`config.mk`:
```
export PLATFORM = sky130hd
export DESIGN_NAME = edt_sol_sequencer
export DESIGN_NICKNAME = d
export VERILOG_FILES = /design/src/rtl/edt_sol_sequencer.sv
export SDC_FILE = /design/constraint.sdc
export NUM_CORES = 1
export LEC_CHECK = 0
export ABC_CLOCK_PERIOD_IN_PS = 6950
export CORE_MARGIN = 3
export CORE_UTILIZATION = 30
export DETAILED_ROUTE_END_ITERATION = 10
export PLACE_DENSITY = 0.63
export SLEW_MARGIN = 20
export SYNTH_ARGS = -nofsm -noshare
export SYNTH_HDL_FRONTEND = slang
export SYNTH_SLANG_ARGS = --single-unit
```
`constraint.sdc`:
```
create_clock -name ijtag_tck -period 6.95 [get_ports ijtag_tck]
set_input_delay 1.39 -clock ijtag_tck [delete_from_list [all_inputs] [get_ports ijtag_tck]]
set_output_delay 1.39 -clock ijtag_tck [all_outputs]
set_load 0.1 [all_outputs]
```
`src/rtl/edt_sol_sequencer.sv`:
```
// rtl/edt_sol_sequencer.sv - EDT reset/jam and SOL observation-window sequencer.
// Optional SOL_SEQ_STICKY_FAIL_EN keeps fail set across starts until ijtag_reset.
module edt_sol_sequencer #(
  parameter int CNT_W = 15,
  parameter int RUN_W = 16
) (
  input  logic             ijtag_tck,
  input  logic             ijtag_reset,
  input  logic             start,
  input  logic             abort,
  input  logic [CNT_W-1:0] cfg_thresh,
  input  logic             cfg_mask,
  input  logic             cfg_mode,
  input  logic [3:0]       cfg_reset_cycles,
  input  logic [RUN_W-1:0] cfg_run_cycles,
  input  logic             sol_event,
  output logic             edt_reset_b,
  output logic             edt_jam,
  output logic             sol_init,
  output logic             sol_mode,
  output logic             sol_mask,
  output logic [CNT_W-1:0] sol_thresh,
  output logic             busy,
  output logic             done,
  output logic             fail,
  output logic [CNT_W-1:0] event_count
);

  typedef enum logic [2:0] {IDLE, HOLD, INIT, RUN, DONE} state_t;

  state_t             state_q, state_d;
  logic [RUN_W-1:0]   cnt_q, cnt_d;
  logic [3:0]         sh_rc_q, sh_rc_d;
  logic [RUN_W-1:0]   sh_run_q, sh_run_d;
  logic [CNT_W-1:0]   sh_thresh_q, sh_thresh_d;
  logic               sh_mode_q, sh_mode_d;
  logic               sh_mask_q, sh_mask_d;
  logic [CNT_W-1:0]   event_count_q, event_count_d;
  logic               fail_q, fail_d;
  logic               done_q, done_d;
  logic               busy_q, busy_d;
  logic               edt_reset_b_q, edt_reset_b_d;
  logic               edt_jam_q, edt_jam_d;
  logic               sol_init_q, sol_init_d;
  logic               inc;
  logic               hit;

  always_comb begin
    state_d       = state_q;
    cnt_d         = cnt_q;
    sh_rc_d       = sh_rc_q;
    sh_run_d      = sh_run_q;
    sh_thresh_d   = sh_thresh_q;
    sh_mode_d     = sh_mode_q;
    sh_mask_d     = sh_mask_q;
    event_count_d = event_count_q;
    fail_d        = fail_q;
    done_d        = done_q;
    inc           = 1'b0;
    hit           = 1'b0;

    if (abort) begin
      state_d = IDLE;
      done_d  = 1'b0;
    end else begin
      case (state_q)
        IDLE, DONE: begin
          if (start) begin
            state_d       = HOLD;
            cnt_d         = '0;
            sh_rc_d       = cfg_reset_cycles;
            sh_run_d      = cfg_run_cycles;
            sh_thresh_d   = cfg_thresh;
            sh_mode_d     = cfg_mode;
            sh_mask_d     = cfg_mask;
            event_count_d = '0;
            done_d        = 1'b0;
`ifndef SOL_SEQ_STICKY_FAIL_EN
            fail_d        = 1'b0;
`endif
          end
        end
        HOLD: begin
          if (cnt_q == RUN_W'(sh_rc_q)) begin
            state_d = INIT;
            cnt_d   = '0;
          end else begin
            cnt_d = cnt_q + 1'b1;
          end
        end
        INIT: begin
          state_d = RUN;
          cnt_d   = '0;
        end
        RUN: begin
          // Saturate: stop incrementing once the counter is all-ones.
          inc           = sol_event && !sh_mask_q && (event_count_q != '1);
          event_count_d = event_count_q + {{(CNT_W-1){1'b0}}, inc};
          hit           = (sh_thresh_q != '0) && (event_count_d >= sh_thresh_q);
          if ((sh_mode_q && hit) || (cnt_q == sh_run_q)) begin
            state_d = DONE;
            done_d  = 1'b1;
`ifdef SOL_SEQ_STICKY_FAIL_EN
            fail_d  = fail_q | hit;
`else
            fail_d  = hit;
`endif
          end else begin
            cnt_d = cnt_q + 1'b1;
          end
        end
        default: state_d = IDLE;
      endcase
    end

    // Outputs are registered from the next state so they line up with state_q.
    edt_reset_b_d = (state_d != HOLD);
    edt_jam_d     = (state_d == HOLD) || (state_d == INIT);
    sol_init_d    = (state_d == INIT);
    busy_d        = (state_d == HOLD) || (state_d == INIT) || (state_d == RUN);
  end

  always_ff @(posedge ijtag_tck or posedge ijtag_reset) begin
    if (ijtag_reset) begin
      state_q       <= IDLE;
      cnt_q         <= '0;
      sh_rc_q       <= '0;
      sh_run_q      <= '0;
      sh_thresh_q   <= '0;
      sh_mode_q     <= 1'b0;
      sh_mask_q     <= 1'b0;
      event_count_q <= '0;
      fail_q        <= 1'b0;
      done_q        <= 1'b0;
      busy_q        <= 1'b0;
      edt_reset_b_q <= 1'b1;
      edt_jam_q     <= 1'b0;
      sol_init_q    <= 1'b0;
    end else begin
      state_q       <= state_d;
      cnt_q         <= cnt_d;
      sh_rc_q       <= sh_rc_d;
      sh_run_q      <= sh_run_d;
      sh_thresh_q   <= sh_thresh_d;
      sh_mode_q     <= sh_mode_d;
      sh_mask_q     <= sh_mask_d;
      event_count_q <= event_count_d;
      fail_q        <= fail_d;
      done_q        <= done_d;
      busy_q        <= busy_d;
      edt_reset_b_q <= edt_reset_b_d;
      edt_jam_q     <= edt_jam_d;
      sol_init_q    <= sol_init_d;
    end
  end

  assign edt_reset_b = edt_reset_b_q;
  assign edt_jam     = edt_jam_q;
  assign sol_init    = sol_init_q;
  assign sol_mode    = sh_mode_q;
  assign sol_mask    = sh_mask_q;
  assign sol_thresh  = sh_thresh_q;
  assign busy        = busy_q;
  assign done        = done_q;
  assign fail        = fail_q;
  assign event_count = event_count_q;

endmodule

```
Word level (Yosys, flattened, before mapping) --
Index checks and enable logic that the tools add are counted.
Operators by class: add/sub/neg operators 2, order comparisons 1, eq/ne operators 16, muxes and demuxes 17, bitwise gates (word level) 1, reduce and logical (&&, ||, !) cells 19
Operators with widths (number):
- $pmux 16 s4 | 1
- $mux 16 | 3
- $pmux 15 s2 | 1
- $add 16x1->16 const B | 1
- $eq 16x16->1 | 1
- $eq 16x4->1 | 1
- $add 15x1->15 | 1
- $ge 15x15->1 | 1
- $mux 15 | 1
- $ne 15x15->1 const B | 1
- $reduce_bool 15->1 | 1
- $eq 3x2->1 const B | 4
- $mux 3 | 4
- $pmux 3 s4 | 1
- $reduce_and 3->1 | 3
- $reduce_and 4->1 | 2
- $eq 3x1->1 const B | 2
- $ne 2x2->1 const B | 3
- $ne 3x3->1 const B | 2
- $logic_and 1x1->1 | 4
- $mux 1 | 4
- $pmux 1 s2 | 2
- $reduce_bool 4->1 | 1
- $eq 3x3->1 const B | 1
- 8 further kinds | 10
Storage, ports and cells: bits in registers 77, output and inout port bits 38

Depth between registers and ports, before layout --
Gate-level depths: netlist (run 1).
depth after elaboration 14, depth in mapped cells 22, depth with buffers taken out 17

Worst setup path before layout (run 1) --
No wires, ideal clock.
path type register to register, from register event_count_q[3] (netlist: event_count[3]), to register cnt_q[12], library setup time 122 ps, arrival 4630 ps, slack 2197 ps, cell stages (with the launch flop) 21, buffers on the path 3, path through dfrtp_1 > and3_1 > clkbuf_1 > nand3_1 > nor3_1 > nor3b_1 > ha_1 > clkbuf_1 > nand3_1 > nor2_1 > nand3_1 > xnor2_1 > ha_1 > a21oi_1 > nand2_1 > a221oi_1 > o221ai_2 > and2_4 > buf_6 > or4_4 > mux2i_1
Between the ends: cells in the longest elaborated chain, start to end 9
RTL lines:
- start: declaration | RTL line 38 | logic [CNT_W-1:0] event_count_q, event_count_d;
- start signal: assignment | RTL line 147 | event_count_q <= event_count_d;
- $ne 15x15->1 | RTL line 97 | inc = sol_event && !sh_mask_q && (event_count_q != '1);
- $logic_and 1x1->1 | RTL line 97
- $add 15x1->15 (*) | RTL line 98 | event_count_d = event_count_q + {{(CNT_W-1){1'b0}}, inc};
- $ge 15x15->1 (*) | RTL line 99 | hit = (sh_thresh_q != '0) && (event_count_d >= sh_thresh_q);
- $logic_and 1x1->1 (*) | RTL line 99
- $logic_and 1x1->1 (*) | RTL line 100 | if ((sh_mode_q && hit) || (cnt_q == sh_run_q)) begin
- $logic_or 1x1->1 (*) | RTL line 100
- $ne 2x2->1 (no line) (*)
- $reduce_and 4->1 (no line) (*)
- end signal: assignment | RTL line 141 | cnt_q <= cnt_d;
- end: declaration | RTL line 32 | logic [RUN_W-1:0] cnt_q, cnt_d;
Mark *: on every way between the ends. The rest lies on a longest branch, timed or not. A chain may end at the register's enable or synchronous reset.

Worst setup path in the final report (run 1) --
from input port sol_event, to register cnt_q[12]
Between the ends: cells in the longest elaborated chain, start to end 9
RTL lines:
- start: declaration | RTL line 16 | input logic sol_event,
- $logic_and 1x1->1 (2 in series) | RTL line 97
- $add 15x1->15 | RTL line 98
- $ge 15x15->1 | RTL line 99
- $logic_and 1x1->1 | RTL line 99
- $logic_and 1x1->1 | RTL line 100
- $logic_or 1x1->1 | RTL line 100
- $ne 2x2->1 (no line)
- $reduce_and 4->1 (no line)
Every way passes these cells.

==> results of run 1 <==
[cells in the mapped netlist, drive strengths merged (4+ instances only)]
cell type / count / share of area
a211oi: 4 / 0.0084
a21oi: 19 / 0.024
a22o: 10 / 0.021
and3: 7 / 0.011
buf: 4 / 0.0063
clkbuf: 11 / 0.0099
dfrtp: 76 / 0.46
ha: 18 / 0.054
inv: 23 / 0.021
mux2: 23 / 0.062
nand2: 39 / 0.035
nand2b: 6 / 0.011
nand3: 16 / 0.019
nand4: 10 / 0.015
nor2: 25 / 0.023
nor3: 7 / 0.0084
nor4: 12 / 0.018
o21ai: 31 / 0.037
o31ai: 4 / 0.0072
or3: 7 / 0.011
xnor2: 12 / 0.025
xor2: 24 / 0.051
[critical path, stage by stage]
cell and delay [ns]:
clkdlybuf4s50_1 0.45, nor3b_1 0.32, ha_1 0.29, nand2_1 0.14, nor2_1 0.35, nand3_1 0.15, xnor2_1 0.23, ha_1 0.30
a21oi_1 0.13, o21ai_0 0.10, a221oi_1 0.40, o221ai_2 0.20, and2_4 0.26, or4_4 0.53, mux2i_1 0.13
[final cells by class]
cell class | count | area share
Clock inverter | 2 | 0.006438
Clock buffer | 14 | 0.04668
Inverter | 23 | 0.01587
Timing Repair Buffer | 82 | 0.1531
Tap cell | 176 | 0.04047
Multi-Input combinational cell | 303 | 0.3831
Sequential cell | 77 | 0.3543
[placed cells by master (no fill, tap or decap), types with 2 or more instances in the layout]
| cell | n |
|---|---|
| buf_4 | 2 |
| nor4_1 | 12 |
| mux2_2 | 23 |
| and3_1 | 7 |
| a211oi_1 | 3 |
| mux2i_1 | 3 |
| o31ai_1 | 4 |
| xor2_1 | 24 |
| or3_1 | 7 |
| ha_1 | 18 |
| xnor2_1 | 12 |
| a22o_1 | 10 |
| o21a_1 | 2 |
| nand3_1 | 16 |
| nand2b_1 | 5 |
| clkbuf_16 | 9 |
| a21oi_1 | 18 |
| inv_1 | 22 |
| dfrtp_1 | 76 |
| nor3_1 | 7 |
| clkbuf_1 | 4 |
| and4_1 | 3 |
| nand4_1 | 10 |
| o21ai_0 | 31 |
| or2_2 | 2 |
| nor2_1 | 24 |
| clkdlybuf4s50_1 | 79 |
| nand2_1 | 39 |
[per-layer routing]
| layer | GRT usage | share of wire | wire length (um) | vias to the layer above |
|---|---|---|---|---|
| li1 | - | - | - | 1651 |
| met1 | 0.1793 | 0.43 | 4549 | 1643 |
| met2 | 0.2406 | 0.49 | 5254 | 105 |
| met3 | 0.04995 | 0.064 | 682 | 14 |
| met4 | 0.05190 | 0.020 | 216 | 0 |
| met5 | 0 | 0 | 0 | - |
[registers in the layout, indices dropped and copies added, names as in the netlist]
name	cells
cnt_q	16
sh_run_q	16
event_count	15
sol_thresh	15
sh_rc_q	4
state_q	3
busy	1
done	1
edt_jam	1
edt_reset_b	1
fail	1
sol_init	1
sol_mask	1
sol_mode	1
[per-stage QoR]
step                setup slack, ns  cell area [um2]
global route                  1.418             5441
floorplan                     2.197             4159
detailed placement            1.490             5125
global placement              1.645             5125
finish                        1.808             5441
CTS                           1.847             5414
[cell families (layout without fill, tap and decap cells)]
logic type,Yosys count,count (layout),synth area share
adders and majority gates,18,18,0.05415
muxes,26,26,0.06950
and+or+nand+nor,140,140,0.1718
buffers and inverters,38,121,0.03700
xor gates and xnor gates,36,36,0.07581
AOI/OAI and AO/OA,83,83,0.1282
DFF,77,77,0.4636
[where the power goes]
part           switching (mW)  leakage, nW  internal, mW  total (mW)
combinational           0.422         1.21         0.197       0.618
clock                   0.172        0.141         0.288       0.460
sequential             0.0775        0.993         0.531       0.608
total                   0.672         2.34          1.02        1.69
[worst paths after layout]
check                                           start                 endpoint  slack [ns]  cells past startpoint
max in group asynchronous                 ijtag_reset    edt_reset_b$_DFF_PP1_        4.88                      4
hold reg to reg               sh_run_q[7]$_DFFE_PP0P_  sh_run_q[7]$_DFFE_PP0P_        0.53                      1
min in group asynchronous                 ijtag_reset     sol_mode$_DFFE_PP0P_        1.43                      3
hold / removal                sh_run_q[7]$_DFFE_PP0P_  sh_run_q[7]$_DFFE_PP0P_        0.53                      1
setup reg to reg           event_count[4]$_DFFE_PP0P_    cnt_q[12]$_DFFE_PP0P_        2.40                     17
setup / recovery                            sol_event    cnt_q[12]$_DFFE_PP0P_        1.81                     15
==> summary.txt, run 1 <==
Yosys
  • Yosys reg bits: between 70 and 80
  • Ys async rst share: 1.000
  • Syn Nets: ~480
  • Dominant synthesized flop cell: dfrtp_1
  • Synth cell types: 50
  • Post-synth EDFFs: 0
  • Syn avg cell area: around 9.9 um2
  • Seq/Total Area, Yosys: 0.4636
  • Post-synthesis cell area: 4159 um2
  • Gate Count Post-Synth: 418
  • Yosys Warn Count: 0

Clock tree
  • CTS H-tree depth: 3
  • Num CTS Buffers: 9
  • Clock sinks: between 70 and 80
  • CTS max path bufs: 2
  • CTS tree: done
  • Clk slew on worst S/H paths: 0.06 ns
  • Skew-Pair Late Insertion Delay: around 0.34 ns
  • Number of post-CTS setup repair buffers: 0
  • Hold_buf cts: 0
  • CTS resizes: 0
  • Root Driver: clkbuf_16

Floorplanning
  • I/O Pins: 80
  • Initial core utilization: 0.3104
  • Die X: approximately 120 um
  • Die Span Y: 123.7 um
  • Die ar.: between 15,000 and 20,000 um2
  • Core region area: roughly 13,000 um2
  • FP Rows: 42

Pwr
  • Overall power: ~1.7 mW
  • Pwr dens: ~310 nW/um2
  • Worst vdd ir: around 0.00016 V
  • P_leak: ~2.3 nW

STA
  • Fmax: roughly 190 MHz
  • Fin crit share: 0.7399
  • Fin crit period: between 5 and 6 ns
  • Worst-Margin Slew: a little under 1 ns
  • Hold_ws: between 0.5 and 0.6 ns
  • RSZ-0062 raised after global routing: no
  • Max-slew violation count: 0
  • Relative slew slack: 0.3357
  • Hold Violations, Final: 0
  • Post-Route Skew: roughly 0.012 ns
  • Final setup TNS: 0 ns
  • Final setup vio count: 0

Layout
  • FF/Latch Area: just under 2000 um2
  • Nets: ~560
  • Antenna diodes: 0
  • Area of the multi-input gates: ~2100 um2
  • Layout overhead on the synthesized area: 30.84%
  • Fillers: roughly 1,300
  • Final Core Density: 0.4061
  • Layout cell share with drive strength beyond 1: 0.09980
  • Post-Layout Cell Count: around 680

Critical path
  • Crit path DAT: 5.37 ns
  • Crit-path max FO: 28
  • Worst EP required: around 7.2 ns
  • CP Capture Type: flip-flop
  • Crit Path Class: input port to flip-flop
  • Worst Setup Start Kind: input port

GRT
  • GR Util All Layers: 0.1466
  • Global-route wire length before repair: about 17 mm
  • Largest net degree at the start of global routing: 78
  • Initial antenna violation count: 0
  • Vias in the first global route: between 3,000 and 4,000
  • Overflow after GRT: 0

Placement
  • Dpl hpwl: about 7.9 mm
  • I/O Buffers: about 80
  • RePlAce Congestion: approximately 0.90
  • Dpl cells: 660

Drt
  • Final ANT Viol Nets: 0
  • TritonRoute pass-1 iters: 4
  • Avg Vias per Cell: just over 5
  • Residual DRC: 0
  • DR iter-0 viols: 250
  • Vias: roughly 3,400
  • Total wire length: 10.70 mm
  • WL/cell: about 16 um

Run status
  • Outcome: complete, no violations

Hold path
  • Min-delay worst type: flip-flop to flip-flop

Flow run
  • Max cap viols: 0
Note: power is estimated with default switching activity, not from simulation.
==> run 2: changes to the inputs <==
- ABC_CLOCK_PERIOD_IN_PS: 6950 -> 5260
- clock period: 6.95 -> 5.26 ns (I/O delays scaled with it)
==> run 2 against run 1 <==
  * Final cell count did not move
  * Flip-flop and latch count did not move
  * Via count rose by 1.5%
  * Global-route usage rose by 0.23 points
  * Combinational power rose by 32%
  * Wire length rose by 0.38%
  * Final area fell by 0.14%
  * Utilization fell by 0.056 points
==> summary.txt, run 2 (synthesis results as in run 1) <==
Critical path
  • Worst EP required: roughly 5.5 ns
  • Critical-path top delay cell: or4_4
  • CP Capture Type: flip-flop
  • Max stage delay on crit path: about 0.53 ns
  • CP Cell Sequence: clkdlybuf4s50_1, nor3b_1, ha_1, nand2_1, nor2_1, and3_1, xor2_1, ha_1, and4_1, a221oi_1, o221ai_2, and2_4, or4_4, mux2i_1
  • Largest delay share family, worst path: simple AND/OR/NAND/NOR gates
  • Worst Setup Start Kind: input port
  • Cell seen most often among critical-path stages: ha_1
  • Reg-to-reg setup timing slack: 0.80 ns
  • Crit Path Class: input port to flip-flop
  • Crit path DAT: 4.95 ns
  • Crit-path max FO: 28
  • Buffers & Inverters on Critical Path: 1

Drt
  • Vias: around 3,500
  • Residual DRC: 0
  • WL/cell: between 15 and 20 um
  • Total wire length: 10.74 mm
  • Avg Vias per Cell: ~5
  • TritonRoute pass-1 iters: 4
  • DR iter-0 viols: 179
  • Final ANT Viol Nets: 0

Layout
  • Layout overhead on the synthesized area: 30.66%
  • Largest registers: cnt_q: 16 flops, sh_run_q: 16 flops
  • Nets: between 500 and 600
  • Fillers: about 1,300
  • Most frequent cells in the layout: clkdlybuf4s50_1, dfrtp_1, nand2_1
  • Layout cell share with drive strength beyond 1: 0.1018
  • Antenna diodes: 0
  • Commonest non-fill, non-tap cell in the layout: clkdlybuf4s50_1
  • Final Core Density: 0.4055

Clock tree
  • CTS tree: done
  • CTS max path bufs: 2
  • Clock sinks: 77
  • CTS resizes: 0
  • Skew-Pair Late Insertion Delay: ~0.33 ns
  • Number of post-CTS setup repair buffers: 0
  • Hold_buf cts: 0
  • Root Driver: clkbuf_16
  • Clk slew on worst S/H paths: 0.06 ns
  • CTS H-tree depth: 3
  • Num CTS Buffers: 9

STA
  • Max-slew violation count: 0
  • Post-Route Skew: around 0.0065 ns
  • Fin crit share: 0.8998
  • RSZ-0062 raised after global routing: no
  • Hold Violations, Final: 0
  • Final setup vio count: 0
  • Final worst slack: 0.5273 ns
  • Hold_ws: 0.5268 ns
  • Relative slew slack: 0.3002
  • Fin crit period: around 4.7 ns
  • Final setup TNS: 0 ns
  • Fmax: approximately 210 MHz
  • Worst-Margin Slew: approximately 1.0 ns

Floorplanning
  • FP Rows: 42
  • Core region area: approximately 13,000 um2
  • Die X: between 100 and 150 um
  • Initial core utilization: 0.3104
  • I/O Pins: 80
  • Die ar.: 15,310 um2
  • Die Span Y: roughly 120 um

Placement
  • I/O Buffers: between 70 and 80
  • Placement Setup Slack: ~0.19 ns
  • Dpl hpwl: about 8.2 mm
  • RePlAce Congestion: ~0.90

Pwr
  • Pwr dens: 410.8 nW/um2
  • P_leak: between 2 and 2.5 nW
  • Worst vdd ir: ~0.00016 V

GRT
  • Largest net degree at the start of global routing: 51
  • Vias in the first global route: 3,473
  • Initial antenna violation count: 0
  • Global-route wire length before repair: roughly 17 mm
  • Overflow after GRT: 0
  • GR Util All Layers: 0.1489

Hold path
  • Min-delay worst type: flip-flop to flip-flop

Flow run
  • Max cap viols: 0

Run status
  • Outcome: complete, no violations
[run 2: final cells by class]
type	count	area (um2)	area share
Tap cell	176	220.2	0.04052
Inverter	23	86.33	0.01589
Sequential cell	77	1928	0.3548
Multi-Input combinational cell	303	2085	0.3836
Timing Repair Buffer	83	820.8	0.1510
Clock inverter	1	30.03	0.005526
Clock buffer	14	264.0	0.04858
[run 2: layer usage]
layer / track usage / vias to the layer above / share of wire / routed length [um]
li1: - / 1646 / - / -
met1: 0.1813 / 1700 / 0.43 / 4570
met2: 0.2585 / 106 / 0.50 / 5366
met3: 0.04314 / 12 / 0.063 / 676
met4: 0.03737 / 0 / 0.012 / 131
met5: 0 / - / 0 / 0
[run 2: worst paths after layout]
| path | cells after the start | end | from |
|---|---|---|---|
| min reg2reg | 1 | sh_run_q[7]$_DFFE_PP0P_ | sh_run_q[7]$_DFFE_PP0P_ |
| min in group asynchronous | 2 | sol_mode$_DFFE_PP0P_ | ijtag_reset |
| max | 14 | cnt_q[12]$_DFFE_PP0P_ | sol_event |
| max in group asynchronous | 3 | sh_rc_q[2]$_DFFE_PP0P_ | ijtag_reset |
| min | 1 | sh_run_q[7]$_DFFE_PP0P_ | sh_run_q[7]$_DFFE_PP0P_ |
| max reg2reg | 16 | cnt_q[12]$_DFFE_PP0P_ | event_count[9]$_DFFE_PP0P_ |
[run 2: through the flow]
stage | total power, mW | instance area (um2) | cells
after CTS | 2.263 | 5434 | 677
after global placement | 1.617 | 5140 | 662
after global routing | 2.351 | 5434 | 677
after detailed placement | 1.635 | 5140 | 662
final | 2.232 | 5434 | 677
after floorplan | 1.403 | 4159 | 418
[run 2: where the power goes]
| part | total (mW) | leakage [nW] | internal [mW] | switching [mW] |
|---|---|---|---|---|
| Clock | 0.616 | 0.143 | 0.391 | 0.224 |
| Sequential | 0.803 | 0.993 | 0.702 | 0.102 |
| Combinational | 0.813 | 1.21 | 0.258 | 0.556 |
| Total | 2.23 | 2.34 | 1.35 | 0.882 |
==> edit 1, RTL diff (config.mk and constraints of run 2) <==
Change the parameter `RUN_W` from 16 to 32.
--- a/src/rtl/edt_sol_sequencer.sv
+++ b/src/rtl/edt_sol_sequencer.sv
@@ -4,3 +4,3 @@
   parameter int CNT_W = 15,
-  parameter int RUN_W = 16
+  parameter int RUN_W = 32
 ) (
Interface: changed (resized cfg_run_cycles); port bits go from 80 to 96. No check against the original RTL was run, so the function may have changed too.
==> edit 1 against run 2 <==
- count of clock-buffer cells in the layout shrank 3
- routed wire length grew 45%
- total power is 15% higher
- clock skew grew 5.2 ps
- final area rose by 37%
- worst hold slack improved by 1.8 ps
- sequential cell count increased by 32
- worst setup slack worse by 72 ps
- synthesized area grew 43%
- critical path type unchanged
- largest cell class unchanged
- highest routed layer unchanged
==> edit 1: results (changes against run 2) <==
metric,value,unit,change
worst hold path class,flip-flop to flip-flop,,
WHS,529,ps,+1.83 ps
"Buffers, non-clock",104,,+25%
asr flop ratio synth,100,%,unchanged
seq pwr,0.00108,W,+34%
crit-path max FO,45,,+61%
Net Sw Frac,37.7,%,-1.8 points
DP Worst Slack,116,ps,-76.1 ps
Final Util,38.9,%,-1.6 points
Iteration-0 DRC Markers,305,,+70%
Clock Sinks,109,,+42%
VDD IR max,0.000209,V,+27%
mux contribution to synthesized area,8.41,%,+1.5 points
Logic power comb,0.000802,W,-1%
worst skew pair latency,360,ps,+30 ps
status,completed,,
Unique masters post-synth,51,,+2.0%
FF-to-FF Start,event_count[2]$_DFFE_PP0P_,,
net count after synthesis,667,,+40%
cells on worst reg2reg path,19,,+3
register area,0.00273,sq mm,+42%
Port Buffers,95,,+20%
R2R setup slack,680,ps,-120 ps
hold path endpoint,done$_DFFE_PP0P_,,
Placed Area,0.00713,sq mm,+39%
fin cells,936,,+38%
Final #Nets,747,,+34%
final WL,15600,um,+45%
fraction of area in multi-input gates,39.9,%,+1.5 points
Pleak,3.12,nW,+33%
min-delay src,done$_DFFE_PP0P_,,
Crit-path slowest cell,or4_1,,
skew final,11.7,ps,+5.18 ps
Synth Area in Compound Gates,12.1,%,-0.67 points
PD cells,345,mW/mm^2,-16%
Synth top cells by count,"dfrtp_1, nand2_1, mux2_2",,
Filler cells,1926,,+45%
multi-input gates,421,,+39%
first-pass GRT wire length,24900,um,+42%
sequential fraction of the synthesis area,46.0,%,-0.38 points
clk tree area frac,3.96,%,-1.5 points
CP max stage delay,510,ps,-20 ps
Largest regs,"cnt_q (32), sh_run_q (32)",,
xor/xnor share of the synthesized area,7.38,%,-0.20 points
vias in the first global route,4645,,+34%
clock buffers,11,,-3
Vias,4746,,+37%
layout cells sized above 1,11.2,%,+1.1 points
hold path cells,2,,+1
Rel. slew slack,31.7,%,+1.7 points
crit path DAT,5090,ps,+140 ps
RR Endpoint,cnt_q[10]$_DFFE_PP0P_,,
Area contributors post-synth,"dfrtp_1, mux2_2, xor2_1",,
## edit 1: how the worst max path moves through the flow
stage / from / to / slack [ps]
CTS: sol_event / cnt_q[10]$_DFFE_PP0P_ / 480
global placement: sol_event / cnt_q[9]$_DFFE_PP0P_ / 230
floorplan: event_count[2]$_DFFE_PP0P_ / cnt_q[0]$_DFFE_PP0P_ / 520
global route: sol_event / cnt_q[10]$_DFFE_PP0P_ / 150
detailed placement: sol_event / cnt_q[10]$_DFFE_PP0P_ / 120
finish: sol_event / cnt_q[10]$_DFFE_PP0P_ / 450
## edit 1: metal layers
layer	GRT usage (%)	routed length, um	part of all wire (%)	vias up
met5	0	0	0	-
met4	3.95	227	1.5	0
met3	3.35	916	5.9	17
met2	24.2	7420	48	123
met1	18.9	7000	45	2299
li1	-	-	-	2307
==> edit 2, RTL diff (config.mk and constraints of run 2) <==
Without the edit above. The 5 states of `state_t` get a one-hot encoding in 5 bits.
--- a/src/rtl/edt_sol_sequencer.sv
+++ b/src/rtl/edt_sol_sequencer.sv
@@ -28,3 +28,3 @@
 
-  typedef enum logic [2:0] {IDLE, HOLD, INIT, RUN, DONE} state_t;
+  typedef enum logic [4:0] {IDLE = 5'b00001, HOLD = 5'b00010, INIT = 5'b00100, RUN = 5'b01000, DONE = 5'b10000} state_t;
 
Formal check against the unedited RTL: same outputs for any inputs over 4 cycles, from zero or initial values and one cycle with ijtag_reset high; so few cycles prove little.
==> edit 2 against run 2 <==
- synthesized area is 2.7% higher
- maximum frequency is 1.0% lower
- total power is 7.2% higher
- first-iteration DRC count is 12% higher
- routed wire length is 3.3% lower
- worst setup slack worse by 49 ps
- sequential cell count is 2 higher
- final area is 1.5% higher
- clock skew is 1.4 ps lower
- synthesized cell count is 3.1% lower
- critical endpoint is now cnt_q[11]$_DFFE_PP0P_
- largest cell class unchanged
==> edit 2: results (changes against run 2) <==
metric,value,unit,change
crit-path max FO,20,,-29%
R2R setup slack,750,ps,-50 ps
net count after synthesis,465,,-2.7%
hold path endpoint,sh_rc_q[2]$_DFFE_PP0P_,,
Placed Area,0.00520,sq mm,+1.2%
Post-Syn Instances,405,,-3.1%
Unique masters post-synth,48,,-4.0%
FF-to-FF Start,event_count[1]$_DFFE_PP0P_,,
DR vias/cell,5.04,,-1.5%
Synth top cells by count,"dfrtp_1, mux2_2, xnor2_1",,
min-delay src,sh_rc_q[2]$_DFFE_PP0P_,,
Psw,0.000956,W,+8.4%
cells on worst reg2reg path,19,,+3
skew final,5.03,ps,-1.44 ps
status,completed,,
met1 Resource Use GR,18.4,%,+0.32 points
Final #Nets,538,,-3.4%
GPL Wtd Cong,0.867,,-3.5%
largest net degree at the start of global routing,54,,+5.9%
vias in the first global route,3483,,+0.29%
fin cells,659,,-2.7%
Iteration-0 DRC Markers,201,,+12%
Total GRT Usage,13.5,%,-1.4 points
crit path DAT,5040,ps,+90 ps
CP max stage delay,550,ps,+20 ps
sequential fraction of the synthesis area,46.3,%,about the same
met2 Use GR,21.3,%,-4.5 points
placed instance count,643,,-2.9%
Area contributors post-synth,"dfrtp_1, mux2_2, xnor2_1",,
routing usage on met3,2.60,%,-1.7 points
[edit 2: cell count changes after synthesis, moves of 5 or more]
cell,change
mux2_2,+14
nor2_1,-7
o211ai_1,+5
or4_1,+6
nand2_1,-10
xor2_1,-18
xnor2_1,+19
o21ai_0,-14
[edit 2: kinds of logic (layout without fill, tap and decap cells)]
logic type | Yosys count | in the layout | synth area share (%)
compound gates | 70 | 70 | 11.2
xor+xnor | 37 | 37 | 7.59
fa+ha+maj | 18 | 18 | 5.27
buf+inv | 38 | 116 | 3.78
flops | 79 | 79 | 46.3
mux | 37 | 37 | 9.75
simple gates | 126 | 126 | 16.1
[edit 2: power by group through the flow]
stage / Clock (W) / Combinational, W / Sequential (W)
floorplan: 0 / 0.000315 / 0.00122
global placement: 0 / 0.000906 / 0.000853
detailed placement: 0 / 0.000919 / 0.000856
CTS: 0.000654 / 0.000921 / 0.000846
global route: 0.000682 / 0.000969 / 0.000864
finish: 0.000639 / 0.000913 / 0.000841
[edit 2: per-stage QoR]
| step | hold slack, ps | total power [W] |
|---|---|---|
| after floorplan | 501 | 0.00154 |
| after global placement | 515 | 0.00176 |
| after detailed placement | 517 | 0.00178 |
| after CTS | 529 | 0.00242 |
| after global routing | 546 | 0.00251 |
| final | 524 | 0.00239 |
[edit 2: layout make-up]
cell class	instances	area, sq um
clock inverters	3	40.0
flip-flops and latches	79	1980
repair buffers	80	798
well taps	176	220
multi-input cells	288	2130
fillers	1338	8040
clock buffers	13	270
inverters	20	76.3
[edit 2: worst max path at each step]
stage / end / slack (ps)
3_5_place_dp: cnt_q[11]$_DFFE_PP0P_ / 140
3_3_place_gp: cnt_q[11]$_DFFE_PP0P_ / 330
5_1_grt: cnt_q[9]$_DFFE_PP0P_ / 120
6_report: cnt_q[11]$_DFFE_PP0P_ / 480
4_1_cts: cnt_q[11]$_DFFE_PP0P_ / 500
2_1_floorplan: cnt_q[9]$_DFFE_PP0P_ / 750
[edit 2: routing by layer]
metal	wire length, um	vias to the layer above	share of wire [%]
li1	-	1606	-
met1	4860	1626	47
met2	4900	73	47
met3	426	15	4.1
met4	210	0	2.0
met5	0	-	0
